[src/rtl/pipe_ctrl_pkg.sv]
// Shared definitions for the pipeline hazard/stall controller.
//   - FSM state encoding (RUN / WAIT / ERROR) for the data-memory wait machine
//   - REG_ZERO: architectural zero register, never a hazard source
//   - reg_match(): does a producer destination feed the decode-stage operands
package pipe_ctrl_pkg;

    typedef logic [1:0] state_t;

    localparam state_t ST_RUN   = 2'd0;
    localparam state_t ST_WAIT  = 2'd1;
    localparam state_t ST_ERROR = 2'd2;

    localparam logic [4:0] REG_ZERO = 5'd0;

    // A write to $0 is discarded by the register file, so it can never
    // create a dependency; rt only counts when the decode instruction reads it.
    function automatic logic reg_match(input logic [4:0] dst,
                                       input logic [4:0] rs,
                                       input logic [4:0] rt,
                                       input logic       uses_rt);
        return (dst != REG_ZERO) && ((dst == rs) || (uses_rt && (dst == rt)));
    endfunction

endpackage

[src/rtl/pipeline_stall_ctrl_hazard.sv]
// hazard_detect: combinational decode-stage hazard detection.
//   in : id_rs, id_rt, id_uses_rt, id_is_branch   decode operands
//        ex_regdst, ex_regwrite, ex_memread        ID/EX producer
//        mem_regdst, mem_memread                   EX/MEM producer
//   out: load_use_stall  load in EX feeds decode
//        branch_stall    decode branch needs a value not yet forwardable to ID
module hazard_detect
    import pipe_ctrl_pkg::*;
(
    input  logic [4:0] id_rs,
    input  logic [4:0] id_rt,
    input  logic       id_uses_rt,
    input  logic       id_is_branch,
    input  logic [4:0] ex_regdst,
    input  logic       ex_regwrite,
    input  logic       ex_memread,
    input  logic [4:0] mem_regdst,
    input  logic       mem_memread,
    output logic       load_use_stall,
    output logic       branch_stall
);

    logic ex_match;
    logic mem_match;

    assign ex_match  = reg_match(ex_regdst,  id_rs, id_rt, id_uses_rt);
    assign mem_match = reg_match(mem_regdst, id_rs, id_rt, id_uses_rt);

    assign load_use_stall = ex_memread && ex_match;

    // Branches compare in ID, so an ALU result in EX costs one cycle and a
    // load costs two (EX, then MEM). Re-evaluating each cycle yields both.
    assign branch_stall = id_is_branch &&
                          ((ex_regwrite && ex_match) || (mem_memread && mem_match));

endmodule

[src/rtl/pipeline_stall_ctrl.sv]
// pipeline_stall_ctrl: stall/flush/freeze controller for the 5-stage pipeline.
//   in : clk, reset (async, active-high)
//        decode operands, ID/EX and EX/MEM destination info, mem_ready
//   out: pc_write, ifid_write, idex_write, exmem_write   register enables
//        ifid_flush, idex_bubble, memwb_bubble          zeroing controls
//        mem_timeout                                    sticky wait timeout
//        stall_cycles, flush_count                      saturating counters
// Priority: ERROR > freeze > stall > flush > run.
module pipeline_stall_ctrl
    import pipe_ctrl_pkg::*;
#(
    parameter int WAIT_MAX = 255,
    parameter int CNT_W    = 32
) (
    input  logic             clk,
    input  logic             reset,
    input  logic [4:0]       id_rs,
    input  logic [4:0]       id_rt,
    input  logic             id_uses_rt,
    input  logic             id_is_branch,
    input  logic             branch_taken,
    input  logic [4:0]       ex_regdst,
    input  logic             ex_regwrite,
    input  logic             ex_memread,
    input  logic [4:0]       mem_regdst,
    input  logic             mem_memread,
    input  logic             mem_memwrite,
    input  logic             mem_ready,
    output logic             pc_write,
    output logic             ifid_write,
    output logic             idex_write,
    output logic             exmem_write,
    output logic             ifid_flush,
    output logic             idex_bubble,
    output logic             memwb_bubble,
    output logic             mem_timeout,
    output logic [CNT_W-1:0] stall_cycles,
    output logic [CNT_W-1:0] flush_count
);

    localparam int WCW = $clog2(WAIT_MAX + 1);

    state_t         state;
    logic [WCW-1:0] wait_cnt;
    logic           load_use_stall;
    logic           branch_stall;
    logic           mem_req;
    logic           freeze;
    logic           stall;

    hazard_detect u_hazard (
        .id_rs          (id_rs),
        .id_rt          (id_rt),
        .id_uses_rt     (id_uses_rt),
        .id_is_branch   (id_is_branch),
        .ex_regdst      (ex_regdst),
        .ex_regwrite    (ex_regwrite),
        .ex_memread     (ex_memread),
        .mem_regdst     (mem_regdst),
        .mem_memread    (mem_memread),
        .load_use_stall (load_use_stall),
        .branch_stall   (branch_stall)
    );

    assign mem_req = mem_memread || mem_memwrite;
    assign stall   = load_use_stall || branch_stall;

    // The cycle mem_ready arrives in WAIT is already a normal RUN cycle.
    assign freeze = (state == ST_ERROR) ||
                    ((state == ST_WAIT) && !mem_ready) ||
                    ((state == ST_RUN) && mem_req && !mem_ready);

    assign mem_timeout = (state == ST_ERROR);

    always_comb begin
        pc_write     = 1'b1;
        ifid_write   = 1'b1;
        idex_write   = 1'b1;
        exmem_write  = 1'b1;
        ifid_flush   = 1'b0;
        idex_bubble  = 1'b0;
        memwb_bubble = 1'b0;
        if (reset) begin
            pc_write     = 1'b0;
            ifid_write   = 1'b0;
            idex_write   = 1'b0;
            exmem_write  = 1'b0;
            ifid_flush   = 1'b1;
            idex_bubble  = 1'b1;
            memwb_bubble = 1'b1;
        end else if (freeze) begin
            pc_write     = 1'b0;
            ifid_write   = 1'b0;
            idex_write   = 1'b0;
            exmem_write  = 1'b0;
            memwb_bubble = 1'b1;
        end else if (stall) begin
            pc_write     = 1'b0;
            ifid_write   = 1'b0;
            idex_bubble  = 1'b1;
        end else if (branch_taken) begin
            ifid_flush   = 1'b1;
        end
    end

    always_ff @(posedge clk or posedge reset) begin
        if (reset) begin
            state    <= ST_RUN;
            wait_cnt <= '0;
        end else begin
            case (state)
                ST_RUN: begin
                    if (mem_req && !mem_ready) begin
                        state    <= ST_WAIT;
                        wait_cnt <= WCW'(1);
                    end
                end
                ST_WAIT: begin
                    if (mem_ready) begin
                        state <= ST_RUN;
                    end else if (wait_cnt == WCW'(WAIT_MAX)) begin
                        state <= ST_ERROR;
                    end else begin
                        wait_cnt <= wait_cnt + WCW'(1);
                    end
                end
                ST_ERROR: state <= ST_ERROR;
                default:  state <= ST_RUN;
            endcase
        end
    end

    always_ff @(posedge clk or posedge reset) begin
        if (reset) begin
            stall_cycles <= '0;
            flush_count  <= '0;
        end else begin
            if (!pc_write && (stall_cycles != '1))
                stall_cycles <= stall_cycles + CNT_W'(1);
            if (ifid_flush && (flush_count != '1))
                flush_count <= flush_count + CNT_W'(1);
        end
    end

endmodule

[config.mk]
export PLATFORM = sky130hd
export DESIGN_NAME = pipeline_stall_ctrl
export DESIGN_NICKNAME = d
export VERILOG_FILES = /design/src/rtl/pipe_ctrl_pkg.sv /design/src/rtl/pipeline_stall_ctrl_hazard.sv /design/src/rtl/pipeline_stall_ctrl.sv
export SDC_FILE = /design/constraint.sdc
export NUM_CORES = 1
export LEC_CHECK = 0
export ABC_AREA = 0
export ABC_CLOCK_PERIOD_IN_PS = 5800
export BUFFER_PORTS_ARGS = -buffer_cell sky130_fd_sc_hd__buf_2
export CORE_UTILIZATION = 50
export DETAILED_ROUTE_END_ITERATION = 10
export MAX_ROUTING_LAYER = met4
export PLACE_DENSITY = 0.81
export SLEW_MARGIN = 10
export SYNTH_ARGS = -nofsm -noshare
export SYNTH_HDL_FRONTEND = slang
export SYNTH_SLANG_ARGS = --single-unit
export TNS_END_PERCENT = 10
[constraint.sdc]
create_clock -name clk -period 5.8 [get_ports clk]
set_input_delay 1.16 -clock clk [delete_from_list [all_inputs] [get_ports clk]]
set_output_delay 1.16 -clock clk [all_outputs]
set_load 0.1 [all_outputs]
==> flow_summary.json <==
{
  "p_comb_share_pct": 45.3,
  "critPathCapture": "ifid_flush",
  "numPortBuffers": 101,
  "seqPwrFrac_pct": 34.4,
  "n_antenna_cell": 0,
  "io_pins": 102,
  "synth_seq_cells": 74,
  "cts_root_buffer": "clkbuf_8",
  "worst-path-stages": 8,
  "yosysWarningCount": 0,
  "dpl.hpwl_mm": 6.26,
  "timing.slew.headroom_pct": 38.8,
  "cts.sinks": 74,
  "cts_tree": "done",
  "synthAdderAreaFrac_pct": 0.953,
  "layout.nets": 510,
  "max-vdd-ir-drop_mv": 0.473,
  "cp_top_family": "compound AO/OA/AOI/OAI gates",
  "rows": 32,
  "grt.overflow.total": 0,
  "grt_max_degree": 75,
  "r2r_cells": 8,
  "dp_slack_ps": 1300,
  "setup_slack_ps": 1280,
  "synth-xor-area-share_pct": 18.2,
  "clock_skew_ps": 11.2,
  "fmax_mhz": 221,
  "slowest_stage": "a31oi_4",
  "ys.flop_type": "dfrtp_1",
  "antenna_found_initial": 0,
  "grt_pass1_vias": 3158,
  "crit_fanout": 27,
  "crit_start": "ex_regdst[2]",
  "syn-num-nets": 411,
  "cp_slowest_stage_delay_ps": 750,
  "cts.htree.levels": 3,
  "drtIter0Drc": 186,
  "syn_inst": 378,
  "filler_cell_count": 675,
  "dieArea_um2": 8240,
  "path_buf_inv": 3,
  "die_height_um": 90.8,
  "synth.distinct_cells": 38,
  "totalNegativeSetupSlack_ps": 0,
  "avgSynthCellArea_um2": 10.4,
  "hold_path.class": "reg2reg",
  "cts_buffers": 9,
  "crit_top_cell": "buf_2",
  "crit_chain": "buf_2 -> xnor2_1 -> nand4_1 -> o22ai_1 -> a22oi_2 -> a31oi_4 -> inv_1 -> buf_2",
  "synth_top_family_by_area": "simple AND/OR/NAND/NOR gates",
  "wl_per_cell_um": 14.7,
  "synthArstFlopShare_pct": 100,
  "synthSimpleGateAreaFrac_pct": 25.4,
  "rr_endpoint": "stall_cycles[21]",
  "clk_pin_slew_ps": 70,
  "cp.arrival_ps": 3360,
  "slew_violations": 0,
  "synth_area_um2": 3940,
  "cp.required_ps": 4640,
  "grt_pass1_wl_mm": 14.9,
  "syn_to_final_growth_pct": 19.5,
  "cp-start-kind": "input port",
  "post_route_cells_drive_above_1_share_pct": 29.0,
  "coreArea_um2": 7690,
  "period_share_pct": 78.0,
  "internal-power_uw": 977,
  "fin_crit_ps": 4520,
  "hold_viol_final": 0,
  "fin_hold_ws_ps": 485,
  "drt-total-wl_mm": 8.58,
  "final_util_pct": 61.2,
  "initial_core_util_pct": 51.3,
  "synth_compound_area_share_pct": 3.84,
  "drc": 0,
  "post-cts-setup-buffers": 0,
  "chipWidth_um": 90.8,
  "status": "completed",
  "insertion_delay_ps": 330,
  "power_mw": 2.00,
  "endpoint_kind": "primary output",
  "hold_depth": 1,
  "first_pass_iters": 5,
  "synth_mux_area_share_pct": 1.14,
  "critPathKind": "in2out",
  "reg2reg_from": "stall_cycles[3]",
  "place.gp.congestion": 1.02,
  "via_count": 3229,
  "synth_enable_flop_cells": 0,
  "via_per_inst": 5.53,
  "max-clock-path-buffers": 2,
  "rsz0062_at_grt": "false",
  "maxCapViolCount": 0,
  "p_per_area_nw_per_um2": 424,
  "r2r_slack_ps": 3050,
  "cts.repair.resized": 0,
  "swShare_pct": 51.1,
  "grt.total_usage_pct": 23.0,
  "clockPowerShare_pct": 20.3,
  "p_switching_mw": 1.02,
  "yosysSeqAreaShare_pct": 47.0,
  "cts_hold_buf": 0,
  "leakage_nw": 2.22,
  "ant_nets": 0,
  "tightest_slew_ps": 918,
  "setup_violations": 0
}
-- cells by family after synthesis --
logic type / Yosys count
AOI/OAI and AO/OA: 22
adders and majority gates: 3
buffers and inverters: 25
and+or+nand+nor: 168
DFF: 74
xor gates and xnor gates: 82
muxes: 4
-- cells in the final DEF (no fill, tap or decap), types with 4 or more instances in the layout --
cell	Yosys	layout
a21oi_1	7	7
and3_1	27	27
buf_2	5	101
clkbuf_8	0	11
dfrtp_1	74	74
inv_1	8	7
mux2_2	4	4
nand2_1	23	22
nand3_1	25	25
nand4_1	33	33
nor2_1	14	13
nor3_1	13	13
nor4_2	9	9
o21ai_0	5	5
xnor2_1	50	50
xor2_1	32	32
-- cells in the mapped netlist (2+ instances only) --
master    number  area, µm²
a21oi_1        7       35.0
a31oi_1        3       18.8
and2_1         3       18.8
and3_1        27        169
and4_1         3       26.3
buf_2          5       25.0
buf_4          3       22.5
buf_6          3       33.8
clkbuf_1       5       18.8
dfrtp_1       74       1850
ha_1           3       37.5
inv_1          8       30.0
mux2_2         4       45.0
nand2_1       23       86.3
nand2b_1       3       18.8
nand3_1       25        125
nand4_1       33        206
nor2_1        14       52.6
nor2b_1        3       18.8
nor3_1        13       65.1
nor3b_1        2       15.0
nor4_1         2       12.5
nor4_2         9        113
nor4b_1        2       17.5
o21ai_0        5       25.0
o22ai_1        2       12.5
or3_1          3       18.8
xnor2_1       50        438
xor2_1        32        280
-- through the flow --
stage | instance area (µm²) | std cells
after global placement | 4500 | 568
after global routing | 4710 | 584
final | 4710 | 584
after detailed placement | 4500 | 568
after floorplan | 3950 | 378
after CTS | 4710 | 584
-- worst register-to-register path: stages, from the launching register on --
cell,delay [ps]
dfrtp_1,440
and3_1,190
and3_1,190
and3_1,330
nand4_1,200
nor2b_1,630
buf_4,340
nand4_1,140
xnor2_1,180
-- cell type report --
cell class	instances	area, µm²	area share (%)
multi-input cells	279	1960	41.6
flip-flops and latches	74	1850	39.3
repair buffers	104	528	11.2
clock buffers	12	155	3.30
well taps	102	128	2.71
clock inverters	4	48.8	1.04
inverters	9	37.5	0.797
-- layer usage --
metal,global-route usage (%),vias to the layer above,wire length [µm]
met5,-,-,0
met4,9.13,0,205
met3,3.62,18,330
met2,37.4,99,4320
met1,28.8,1575,3730
li1,-,1537,-
-- worst min path at each step --
stage	to	slack (ps)	startpoint
3_3_place_gp	flush_count[7]	470	flush_count[7]
5_1_grt	flush_count[26]	500	flush_count[26]
2_1_floorplan	wait_cnt[0]	510	wait_cnt[0]
6_report	flush_count[26]	480	flush_count[26]
3_5_place_dp	flush_count[7]	480	flush_count[7]
4_1_cts	flush_count[7]	490	flush_count[7]
-- registers in the layout (all words and copies together) (netlist names) --
name / count
wait_cnt: 8
flush_count: 32
state: 2
stall_cycles: 32
-- power groups by stage --
stage | logic (mW) | clock network (mW) | registers (mW)
2_1_floorplan | 0.332 | 0 | 1.12
3_3_place_gp | 0.895 | 0 | 0.689
3_5_place_dp | 0.907 | 0 | 0.694
4_1_cts | 0.908 | 0.417 | 0.686
5_1_grt | 0.946 | 0.435 | 0.700
6_report | 0.904 | 0.405 | 0.688
(Power assumes the default switching activity.)
